===== config.mk =====
export PLATFORM = sky130hd
export DESIGN_NAME = ram_dump_tx
export DESIGN_NICKNAME = d
export VERILOG_FILES = /design/src/rtl/ceres_param_pkg.sv /design/src/rtl/uart_tx_byte.sv /design/src/rtl/ram_dump_tx.sv
export SDC_FILE = /design/constraint.sdc
export NUM_CORES = 1
export LEC_CHECK = 0
export ABC_CLOCK_PERIOD_IN_PS = 4600
export BUFFER_PORTS_ARGS = -buffer_cell sky130_fd_sc_hd__buf_2
export CAP_MARGIN = 30
export CORE_MARGIN = 1.5
export CORE_UTILIZATION = 55
export DETAILED_ROUTE_END_ITERATION = 16
export PLACE_DENSITY_LB_ADDON = 0.15
export SLEW_MARGIN = 5
export SYNTH_ARGS = -nofsm -noshare
export SYNTH_HDL_FRONTEND = slang
export SYNTH_SLANG_ARGS = --single-unit
export TNS_END_PERCENT = 20

===== constraint.sdc =====
create_clock -name clk_i -period 4.6 [get_ports clk_i]
set_clock_uncertainty 0.1 [all_clocks]
set_input_delay 0.92 -clock clk_i [delete_from_list [all_inputs] [get_ports clk_i]]
set_output_delay 0.92 -clock clk_i [all_outputs]
set_load 0.01 [all_outputs]

===== src/rtl/ceres_param_pkg.sv =====
// Shared system parameters and the readback-transmitter state type.
// RAM_DUMP_CHECKSUM_EN adds the CSUM state used for trailing checksum bytes.
package ceres_param;

  localparam int unsigned CPU_CLK        = 50_000_000;
  localparam int unsigned PROG_BAUD_RATE = 115_200;
  localparam int unsigned BLK_SIZE       = 128;

  localparam int unsigned WORD_W = 32;
  localparam int unsigned BYTE_W = 8;

  typedef enum logic [2:0] {
    ST_IDLE,
    ST_FETCH,
    ST_WAIT,
    ST_LATCH,
    ST_SEND,
    ST_NEXT,
    ST_DONE
`ifdef RAM_DUMP_CHECKSUM_EN
    ,
    ST_CSUM
`endif
  } dump_state_e;

  // Byte k of a 32-bit word, little-endian.
  function automatic logic [BYTE_W-1:0] word_byte(input logic [WORD_W-1:0] w,
                                                  input logic [1:0]        k);
    return w[{k, 3'd0} +: BYTE_W];
  endfunction

endpackage


===== src/rtl/uart_tx_byte.sv =====
// Single-byte 8N1 UART transmitter; ready_o also rises in the last stop-bit
// cycle so a following byte can start with no idle gap.
module uart_tx_byte #(
  parameter int unsigned DIV = 4
) (
  input  logic       clk_i,
  input  logic       rst_ni,
  input  logic       valid_i,
  input  logic [7:0] data_i,
  output logic       ready_o,
  output logic       tx_o
);

  localparam int unsigned CW = (DIV > 1) ? $clog2(DIV) : 1;

  logic [9:0]    shift_q, shift_d;
  logic [3:0]    bits_q, bits_d;
  logic [CW-1:0] baud_q, baud_d;
  logic          bit_end_c;

  assign bit_end_c = (baud_q == CW'(DIV - 1));
  assign ready_o   = (bits_q == 4'd0) || ((bits_q == 4'd1) && bit_end_c);
  assign tx_o      = shift_q[0];

  always_comb begin
    shift_d = shift_q;
    bits_d  = bits_q;
    baud_d  = baud_q;
    if (bits_q != 4'd0) begin
      if (bit_end_c) begin
        baud_d  = '0;
        bits_d  = bits_q - 4'd1;
        shift_d = {1'b1, shift_q[9:1]};
      end else begin
        baud_d = baud_q + 1'b1;
      end
    end
    if (valid_i && ready_o) begin
      shift_d = {1'b1, data_i, 1'b0};
      bits_d  = 4'd10;
      baud_d  = '0;
    end
  end

  always_ff @(posedge clk_i or negedge rst_ni) begin
    if (!rst_ni) begin
      shift_q <= '1;
      bits_q  <= '0;
      baud_q  <= '0;
    end else begin
      shift_q <= shift_d;
      bits_q  <= bits_d;
      baud_q  <= baud_d;
    end
  end

endmodule


===== src/rtl/ram_dump_tx.sv =====
// Reads a word range from the wide program RAM and sends it LSB-byte first on
// a UART line. RAM_DUMP_CHECKSUM_EN appends a little-endian 32-bit word sum.
module ram_dump_tx
  import ceres_param::*;
#(
  parameter int unsigned CLK_FREQ         = CPU_CLK,
  parameter int unsigned BAUD_RATE        = PROG_BAUD_RATE,
  parameter int unsigned CACHE_LINE_WIDTH = BLK_SIZE,
  parameter int unsigned RAM_DEPTH        = 32768
) (
  input  logic                         clk_i,
  input  logic                         rst_ni,
  input  logic                         start_i,
  input  logic [$clog2(RAM_DEPTH)-1:0] start_addr_i,
  input  logic [15:0]                  word_cnt_i,
  output logic                         busy_o,
  output logic                         done_o,
  output logic [$clog2(RAM_DEPTH)-1:0] ram_addr_o,
  output logic                         ram_rd_en_o,
  input  logic [CACHE_LINE_WIDTH-1:0]  ram_rdata_i,
  output logic                         uart_tx_o
);

  localparam int unsigned AW    = $clog2(RAM_DEPTH);
  localparam int unsigned DIV   = CLK_FREQ / BAUD_RATE;
  localparam int unsigned CNT_W = 16;

  dump_state_e                 state_q, state_d;
  logic [AW-1:0]               ptr_q, ptr_d;
  logic [CNT_W-1:0]            cnt_q, cnt_d;
  logic [2:0]                  idx_q, idx_d;
  logic [CACHE_LINE_WIDTH-1:0] line_q, line_d;
  logic                        busy_q, busy_d;
  logic                        done_q, done_d;
  logic                        rd_en_q, rd_en_d;
  logic [AW-1:0]               addr_q, addr_d;
`ifdef RAM_DUMP_CHECKSUM_EN
  logic [WORD_W-1:0]           sum_q, sum_d;
`endif

  logic [WORD_W-1:0] cur_word_c, nxt_word_c, ram_word_c;
  logic [AW-1:0]     ptr_inc_c;
  logic [CNT_W-1:0]  cnt_dec_c;
  logic              tx_valid_c, tx_ready_c;
  logic [BYTE_W-1:0] tx_data_c;

  assign ptr_inc_c  = (ptr_q == AW'(RAM_DEPTH - 1)) ? '0 : ptr_q + 1'b1;
  assign cnt_dec_c  = cnt_q - CNT_W'(1);
  assign cur_word_c = line_q[{ptr_q[1:0], 5'd0} +: WORD_W];
  assign nxt_word_c = line_q[{ptr_inc_c[1:0], 5'd0} +: WORD_W];
  assign ram_word_c = ram_rdata_i[{ptr_q[1:0], 5'd0} +: WORD_W];

  // Next-state; the pointer/count step happens in the stop-bit cycle so that
  // words within one line stream back-to-back.
  always_comb begin
    state_d    = state_q;
    ptr_d      = ptr_q;
    cnt_d      = cnt_q;
    idx_d      = idx_q;
    line_d     = line_q;
    tx_valid_c = 1'b0;
    tx_data_c  = '0;
`ifdef RAM_DUMP_CHECKSUM_EN
    sum_d      = sum_q;
`endif
    case (state_q)
      ST_IDLE: begin
        if (start_i) begin
          ptr_d   = start_addr_i;
          cnt_d   = word_cnt_i;
          idx_d   = '0;
`ifdef RAM_DUMP_CHECKSUM_EN
          sum_d   = '0;
`endif
          state_d = (word_cnt_i == '0) ? ST_NEXT : ST_FETCH;
        end
      end
      ST_FETCH: state_d = ST_WAIT;
      ST_WAIT:  state_d = ST_LATCH;
      ST_LATCH: begin
        line_d     = ram_rdata_i;
        tx_valid_c = 1'b1;
        tx_data_c  = ram_word_c[BYTE_W-1:0];
        idx_d      = 3'd1;
`ifdef RAM_DUMP_CHECKSUM_EN
        sum_d      = sum_q + ram_word_c;
`endif
        state_d    = ST_SEND;
      end
      ST_SEND: begin
        if (tx_ready_c) begin
          if (idx_q != 3'd4) begin
            tx_valid_c = 1'b1;
            tx_data_c  = word_byte(cur_word_c, idx_q[1:0]);
            idx_d      = idx_q + 3'd1;
          end else begin
            cnt_d = cnt_dec_c;
            ptr_d = ptr_inc_c;
            if ((cnt_dec_c != '0) && (ptr_inc_c[1:0] != 2'd0)) begin
              tx_valid_c = 1'b1;
              tx_data_c  = nxt_word_c[BYTE_W-1:0];
              idx_d      = 3'd1;
`ifdef RAM_DUMP_CHECKSUM_EN
              sum_d      = sum_q + nxt_word_c;
`endif
            end
`ifdef RAM_DUMP_CHECKSUM_EN
            else if (cnt_dec_c == '0) begin
              tx_valid_c = 1'b1;
              tx_data_c  = sum_q[BYTE_W-1:0];
              idx_d      = 3'd1;
              state_d    = ST_CSUM;
            end
`endif
            else begin
              state_d = ST_NEXT;
            end
          end
        end
      end
`ifdef RAM_DUMP_CHECKSUM_EN
      ST_CSUM: begin
        if (tx_ready_c) begin
          if (idx_q != 3'd4) begin
            tx_valid_c = 1'b1;
            tx_data_c  = word_byte(sum_q, idx_q[1:0]);
            idx_d      = idx_q + 3'd1;
          end else begin
            state_d = ST_NEXT;
          end
        end
      end
`endif
      ST_NEXT: state_d = (cnt_q == '0) ? ST_DONE : ST_FETCH;
      ST_DONE: state_d = ST_IDLE;
      default: state_d = ST_IDLE;
    endcase

    busy_d  = !((state_d == ST_IDLE) || (state_d == ST_DONE));
    done_d  = (state_d == ST_DONE);
    rd_en_d = (state_d == ST_FETCH);
    addr_d  = rd_en_d ? ptr_d : addr_q;
  end

  always_ff @(posedge clk_i or negedge rst_ni) begin
    if (!rst_ni) begin
      state_q <= ST_IDLE;
      ptr_q   <= '0;
      cnt_q   <= '0;
      idx_q   <= '0;
      line_q  <= '0;
      busy_q  <= 1'b0;
      done_q  <= 1'b0;
      rd_en_q <= 1'b0;
      addr_q  <= '0;
`ifdef RAM_DUMP_CHECKSUM_EN
      sum_q   <= '0;
`endif
    end else begin
      state_q <= state_d;
      ptr_q   <= ptr_d;
      cnt_q   <= cnt_d;
      idx_q   <= idx_d;
      line_q  <= line_d;
      busy_q  <= busy_d;
      done_q  <= done_d;
      rd_en_q <= rd_en_d;
      addr_q  <= addr_d;
`ifdef RAM_DUMP_CHECKSUM_EN
      sum_q   <= sum_d;
`endif
    end
  end

  assign busy_o      = busy_q;
  assign done_o      = done_q;
  assign ram_rd_en_o = rd_en_q;
  assign ram_addr_o  = addr_q;

  uart_tx_byte #(
    .DIV (DIV)
  ) u_uart_tx (
    .clk_i   (clk_i),
    .rst_ni  (rst_ni),
    .valid_i (tx_valid_c),
    .data_i  (tx_data_c),
    .ready_o (tx_ready_c),
    .tx_o    (uart_tx_o)
  );

endmodule


* After elaboration in Yosys (flattened, before gate mapping)
Cells that the tools add are included.
** Operators by class
- $add $sub $neg :: 5
- Multipliers :: 0
- Div/mod/pow operators :: 0
- $lt $le $gt $ge :: 0
- Equal/unequal tests :: 15
- Shift operators :: 4
- Mux-type cells :: 38
- Bitwise operators :: 0
- Reduce and logical (&&, ||, !) cells :: 21
** Operator list (count)
- indexed part select 128 x 8 -> 8 bit :: 2
- indexed part select 128 x 8 -> 32 bit :: 1
- two-way mux 15 bit :: 4
- two-way mux 16 bit :: 3
- zero test 16 bit :: 2
- one-hot mux 16 bit (2 select lines) :: 1
- indexed part select 32 x 6 -> 8 bit :: 1
- two-way mux 10 bit :: 3
- two-way mux 3 bit :: 10
- one-hot mux 15 bit (2 select lines) :: 1
- two-way mux 9 bit :: 3
- two-way mux 8 bit :: 3
- one-hot mux 3 bit (6 select lines) :: 1
- one-hot mux 8 bit (2 select lines) :: 1
- nonzero test 16 bit :: 1
- subtractor 16 x 1 -> 16 bit (second input constant) :: 1
- adder 15 x 1 -> 15 bit (second input constant) :: 1
- == test 15 bit (second input constant) :: 1
- two-way mux 4 bit :: 3
- adder 9 x 1 -> 9 bit (second input constant) :: 1
- == test 3 bit (second input constant) :: 3
- == test 9 bit (second input constant) :: 1
- one-hot mux 3 bit (3 select lines) :: 1
- AND reduction 4 bit :: 2
- other kinds (19) :: 32
** Word-level totals
- Register bits :: 206
- Latch bits :: 0
- Bits in writable memories :: 0
- Bits in read-only memories :: 0
- Output and inout port bits :: 19
- Memories kept :: 0

* Depth between registers and ports, before layout
- Depth after elaboration :: 11
- Depth in mapped cells :: 13

* Hierarchy
From an unflattened synthesis, not the netlist that was laid out.
** Unflattened totals
- Cells, all modules :: 1146
- Area total of the unflattened synthesis :: 10930.5 µm²
** By module, submodules not included
- ram_dump_tx :: instances 1, cells each 1033, area each 9680.5 µm²
- uart_tx_byte :: instances 1, cells each 113, area each 1249.9 µm²

* Worst setup path after synthesis
OpenSTA, ideal clock, no wires.
- Kind :: register to register
- Start point :: reg cnt_q[3]
- End point :: reg addr_q[10], in the netlist ram_addr_o[10]
- Setup time :: 0.125 ns
- Arrival time :: 2.761 ns
- Data required time :: 4.375 ns
- Setup slack :: 1.614 ns
- Stages on the path, launching flop included :: 11
- Cells stage by stage :: dfrtp_1 -> buf_6 -> or3_4 -> or4_4 -> a221oi_2 -> o211ai_1 -> o21ai_2 -> a21o_4 -> nand2_4 -> buf_6 -> mux2_4
** On the way
- Longest elaborated chain between the ends :: 8
- Elaborated cells between the ends (all ways) :: 10
- Classes of those cells :: add/sub (1); eq/ne (1); mux (5); reduce/logical (3)
** RTL lines
- start, declared :: line ram_dump_tx.sv:30 : logic [CNT_W-1:0] cnt_q, cnt_d;
- start signal, assigned :: line ram_dump_tx.sv:162 : cnt_q <= cnt_d;
- subtractor 16 x 1 -> 16 bit :: line ram_dump_tx.sv:48 : assign cnt_dec_c = cnt_q - CNT_W'(1);
- nonzero test 16 bit :: line ram_dump_tx.sv:99 : if ((cnt_dec_c != '0) && (ptr_inc_c[1:0] != 2'd0)) begin
- logical AND 1 bit :: line ram_dump_tx.sv:99
- two-way mux 3 bit :: line ram_dump_tx.sv:99
- two-way mux 3 bit :: line ram_dump_tx.sv:92 : if (idx_q != 3'd4) begin
- two-way mux 3 bit :: line ram_dump_tx.sv:91 : if (tx_ready_c) begin
- one-hot mux 3 bit (6 select lines) * :: line ram_dump_tx.sv:66 : case (state_q)
- named net state_d[0] :: line ram_dump_tx.sv:28 : dump_state_e state_q, state_d;
- == test 3 x 1 -> 1 bit * :: line ram_dump_tx.sv:141 : rd_en_d = (state_d == ST_FETCH);
- end signal, assigned :: line ram_dump_tx.sv:168 : addr_q <= addr_d;
- end, declared :: line ram_dump_tx.sv:36 : logic [AW-1:0] addr_q, addr_d;
The timed path passes the listed nets; every way through them passes the cells marked *.
A chain may end at the register's enable or synchronous reset.

* Final worst setup path
- Start point :: reg cnt_q[0]
- End point :: reg u_uart_tx.shift_q[3]
** On the way
- Longest elaborated chain between the ends :: 10
- Elaborated cells between the ends (all ways) :: 16
- Classes of those cells :: add/sub (1); mux (9); reduce/logical (6)
** RTL lines
- subtractor 16 x 1 -> 16 bit * :: line ram_dump_tx.sv:48
- nonzero test 16 bit * :: line ram_dump_tx.sv:99
- logical AND 1 bit * :: line ram_dump_tx.sv:99
- two-way mux 1 bit :: line ram_dump_tx.sv:99
- two-way mux 1 bit :: line ram_dump_tx.sv:92
- two-way mux 1 bit :: line ram_dump_tx.sv:91
- one-hot mux 1 bit (2 select lines) :: line ram_dump_tx.sv:66
- logical AND 1 bit :: line uart_tx_byte.sv:38 : if (valid_i && ready_o) begin
- nonzero test 2 bit (no line)
- AND reduction 2 bit (no line)
- end signal, assigned :: line uart_tx_byte.sv:51 : shift_q <= shift_d;
- end, declared :: line uart_tx_byte.sv:16 : logic [9:0] shift_q, shift_d;
Mark *: on every way between the ends. The rest lies on a longest branch, timed or not.

==> flow_summary.json <==
{
  "p_per_area_mw_per_mm2": 319.5,
  "dp.cells": 1576,
  "dpl-instance-area_sq_mm": 0.01191,
  "max_cap_viol_count": 0,
  "yosys_warnings": 0,
  "max_slew.worst_pin.slew_ns": 0.9814,
  "r2r.worst_path.cells": 11,
  "core_area_sq_mm": 0.01940,
  "cts_resized": 0,
  "ant_nets": 0,
  "r2r_end": "u_uart_tx.shift_q[3]",
  "gp_congestion": 0.9338,
  "drc": 0,
  "areaGrowthSynthToFinish_pct": 16.87,
  "cp_top_family": "compound AO/OA/AOI/OAI gates",
  "total_leakage_power_nw": 5.934,
  "clockRootBuffer": "clkbuf_16",
  "path_clk_slew_ns": 0.06,
  "grt_pass1_vias": 8772,
  "die_area_sq_mm": 0.02061,
  "async_flop_share": 1.000,
  "synth_flop_cell": "dfrtp_1",
  "min_to": "line_q[112]",
  "crit_path_cell_trace": "inv_1 -> ha_1 -> nand2b_1 -> or4_4 -> a221oi_2 -> o211ai_1 -> o21ai_2 -> o21a_2 -> a2bb2oi_2 -> nand2_2 -> o221a_1",
  "final_cell_count_no_fill": 1620,
  "endpoint_kind": "flop",
  "insertion_delay_ns": 0.52,
  "final_cell_area_sq_mm": 0.01270,
  "hold_violations": 0,
  "avgSynthCellArea_sq_um": 9.109,
  "cts_buffers": 23,
  "cts_setup_buffers": 0,
  "finalSetupViolCount": 0,
  "initial_core_util": 0.5602,
  "worst_path_max_delay_cell": "or4_4",
  "drive_gt1_frac": 0.2328,
  "synth_cells": 1193,
  "io_pins": 181,
  "slowest_delay_ns": 0.50,
  "relSlewSlack": 0.3434,
  "grt_start_max_net_pins": 104,
  "cp_num_buf_inv": 1,
  "rsz0062_at_grt": "no",
  "io_buffers": 180,
  "chipHeight_microns": 143.6,
  "r2r-start": "cnt_q[0]",
  "fp-row-count": 51,
  "syn-num-nets": 1365,
  "timing.setup.tns_ns": 0,
  "hold_depth": 2,
  "cp_max_fo": 14,
  "cp.required_ns": 4.95,
  "holdCritStartpoint": "line_q[112]",
  "hold_buffers": 0,
  "drtPass1Iterations": 5,
  "synth_edf_count": 0,
  "startpoint_type": "flop",
  "grt_pass1_wl_mm": 44.85,
  "via_per_inst": 5.663,
  "yosysSeqAreaShare": 0.4731,
  "clock-sinks": 205,
  "fmax_mhz": 277.7,
  "hp-class": "reg2reg",
  "grt_antenna_before_repair": 3,
  "fin_nets": 1508,
  "cp.arrival_ns": 3.95,
  "dp_hpwl_mm": 18.91,
  "ir_worst_vdd_mv": 0.2532,
  "ys_seq_elements": 205,
  "routed_wl_mm": 27.46,
  "slew_violations": 0,
  "drtIter0Drc": 587,
  "wl_per_cell_microns": 16.95,
  "r2r_setup_slack_ns": 1.0,
  "worstSetupPathType": "reg2reg",
  "grt_overflow": 0,
  "synth_area_sq_mm": 0.01087,
  "die_w_microns": 143.6,
  "clk_path_buf_depth": 3,
  "grtUsageTotal": 0.2758,
  "vias": 9174,
  "cts_tree": "built",
  "ctsHtreeMaxLevel": 1,
  "ys_types": 75,
  "status": "finished clean",
  "finalCritPeriodShare": 0.7827,
  "period_minus_slack_ns": 3.601
}
-- stage by stage --
stage	hold slack [ns]	power [mW]	util	setup WS (ns)
global placement	0.3528	2.185	0.6140	1.126
global route	0.3847	4.204	0.6544	0.7094
finish	0.3692	4.057	0.6547	0.9994
floorplan	0.3403	2.036	-	1.614
CTS	0.3729	4.089	0.6544	1.035
detailed placement	0.3576	2.191	0.6140	1.044
-- power breakdown --
group          total, mW  internal, mW  switching [mW]
clock network       1.90          1.17           0.732
registers           1.90          1.87          0.0355
logic              0.256         0.121           0.135
-- cell type report --
class / instances / area, sq um
diodes: 2 / 5.005
clock buffers: 36 / 664.4
clock inverters: 6 / 120.1
fillers: 1628 / 6699
inverters: 15 / 56.30
multi-input cells: 899 / 5364
flip-flops and latches: 205 / 5146
well taps: 265 / 331.6
repair buffers: 192 / 1012
-- cell usage in the layout (no fill, tap or decap), drive strengths merged, types with 9 or more instances in the layout --
| cell type | Yosys | layout |
|---|---|---|
| nand2 | 437 | 437 |
| dfrtp | 196 | 196 |
| buf | 12 | 191 |
| o21ai | 62 | 62 |
| nor2 | 58 | 58 |
| a21oi | 44 | 44 |
| mux4 | 41 | 41 |
| clkbuf | 62 | 37 |
| nor4 | 22 | 22 |
| nor3 | 22 | 22 |
| nand3 | 22 | 22 |
| and2 | 16 | 16 |
| inv | 15 | 16 |
| mux2 | 15 | 15 |
| a31oi | 13 | 13 |
| a211oi | 10 | 10 |
| o22ai | 10 | 10 |
| mux2i | 10 | 10 |
| ha | 10 | 10 |
| dfstp | 9 | 9 |
-- how the worst max path moves through the flow --
stage	from	to	slack, ns	depth (start not counted)
after floorplan	cnt_q[3]	ram_addr_o[10]	1.61	10
after global placement	idx_q[0]	ram_addr_o[8]	1.13	8
after detailed placement	cnt_q[0]	u_uart_tx.shift_q[3]	1.04	11
after CTS	cnt_q[0]	u_uart_tx.shift_q[3]	1.04	11
after global routing	idx_q[0]	ram_addr_o[10]	0.71	8
final	cnt_q[0]	u_uart_tx.shift_q[3]	1.0	11
-- cells in the mapped netlist (all sizes together), types with 8 or more instances --
master,instances,share of area
mux2i,10,0.0092
a21oi,44,0.021
inv,15,0.0052
nand3,22,0.010
dfstp,9,0.022
clkbuf,62,0.021
a31oi,13,0.0075
ha,10,0.012
dfrtp,196,0.45
mux4,41,0.085
o21ai,62,0.029
buf,12,0.0076
a2111oi,8,0.0064
and2,16,0.0092
nor3,22,0.010
nor4,22,0.013
o22ai,10,0.0058
nor2,58,0.020
nand2,437,0.15
mux2,15,0.019
a211oi,10,0.0069
-- routing by layer --
layer / vias up / routed length [microns] / track usage
li1: 4421 / - / -
met1: 4405 / 12300 / 0.3960
met2: 294 / 12860 / 0.4408
met3: 52 / 1597 / 0.04032
met4: 2 / 683 / 0.07573
met5: - / 11 / 0
-- worst register-to-register path, stage by stage, from the launching register on --
cell	delay [ns]
dfrtp_1	0.45
inv_1	0.09
ha_1	0.29
nand2b_1	0.27
or4_4	0.50
a221oi_2	0.29
o211ai_1	0.18
o21ai_2	0.38
o21a_2	0.38
a2bb2oi_2	0.22
nand2_2	0.19
o221a_1	0.21
-- flip-flops by register name (all words and copies together), names as in the netlist, 3 cells and up --
register	flops
cnt_q	16
ram_addr_o	15
u_uart_tx.bits_q	4
ptr_q	15
u_uart_tx.baud_q	9
idx_q	3
u_uart_tx.shift_q	9
state_q	3
line_q	128
-- cell families after synthesis --
kind of cell,share of synthesized area
flops,0.4731
mux,0.1132
simple gates,0.2446
compound gates,0.1170
buf+inv,0.03420
xor+xnor,0.006448
fa+ha+maj,0.01151
No activity file was read; power rests on OpenSTA's default activity.
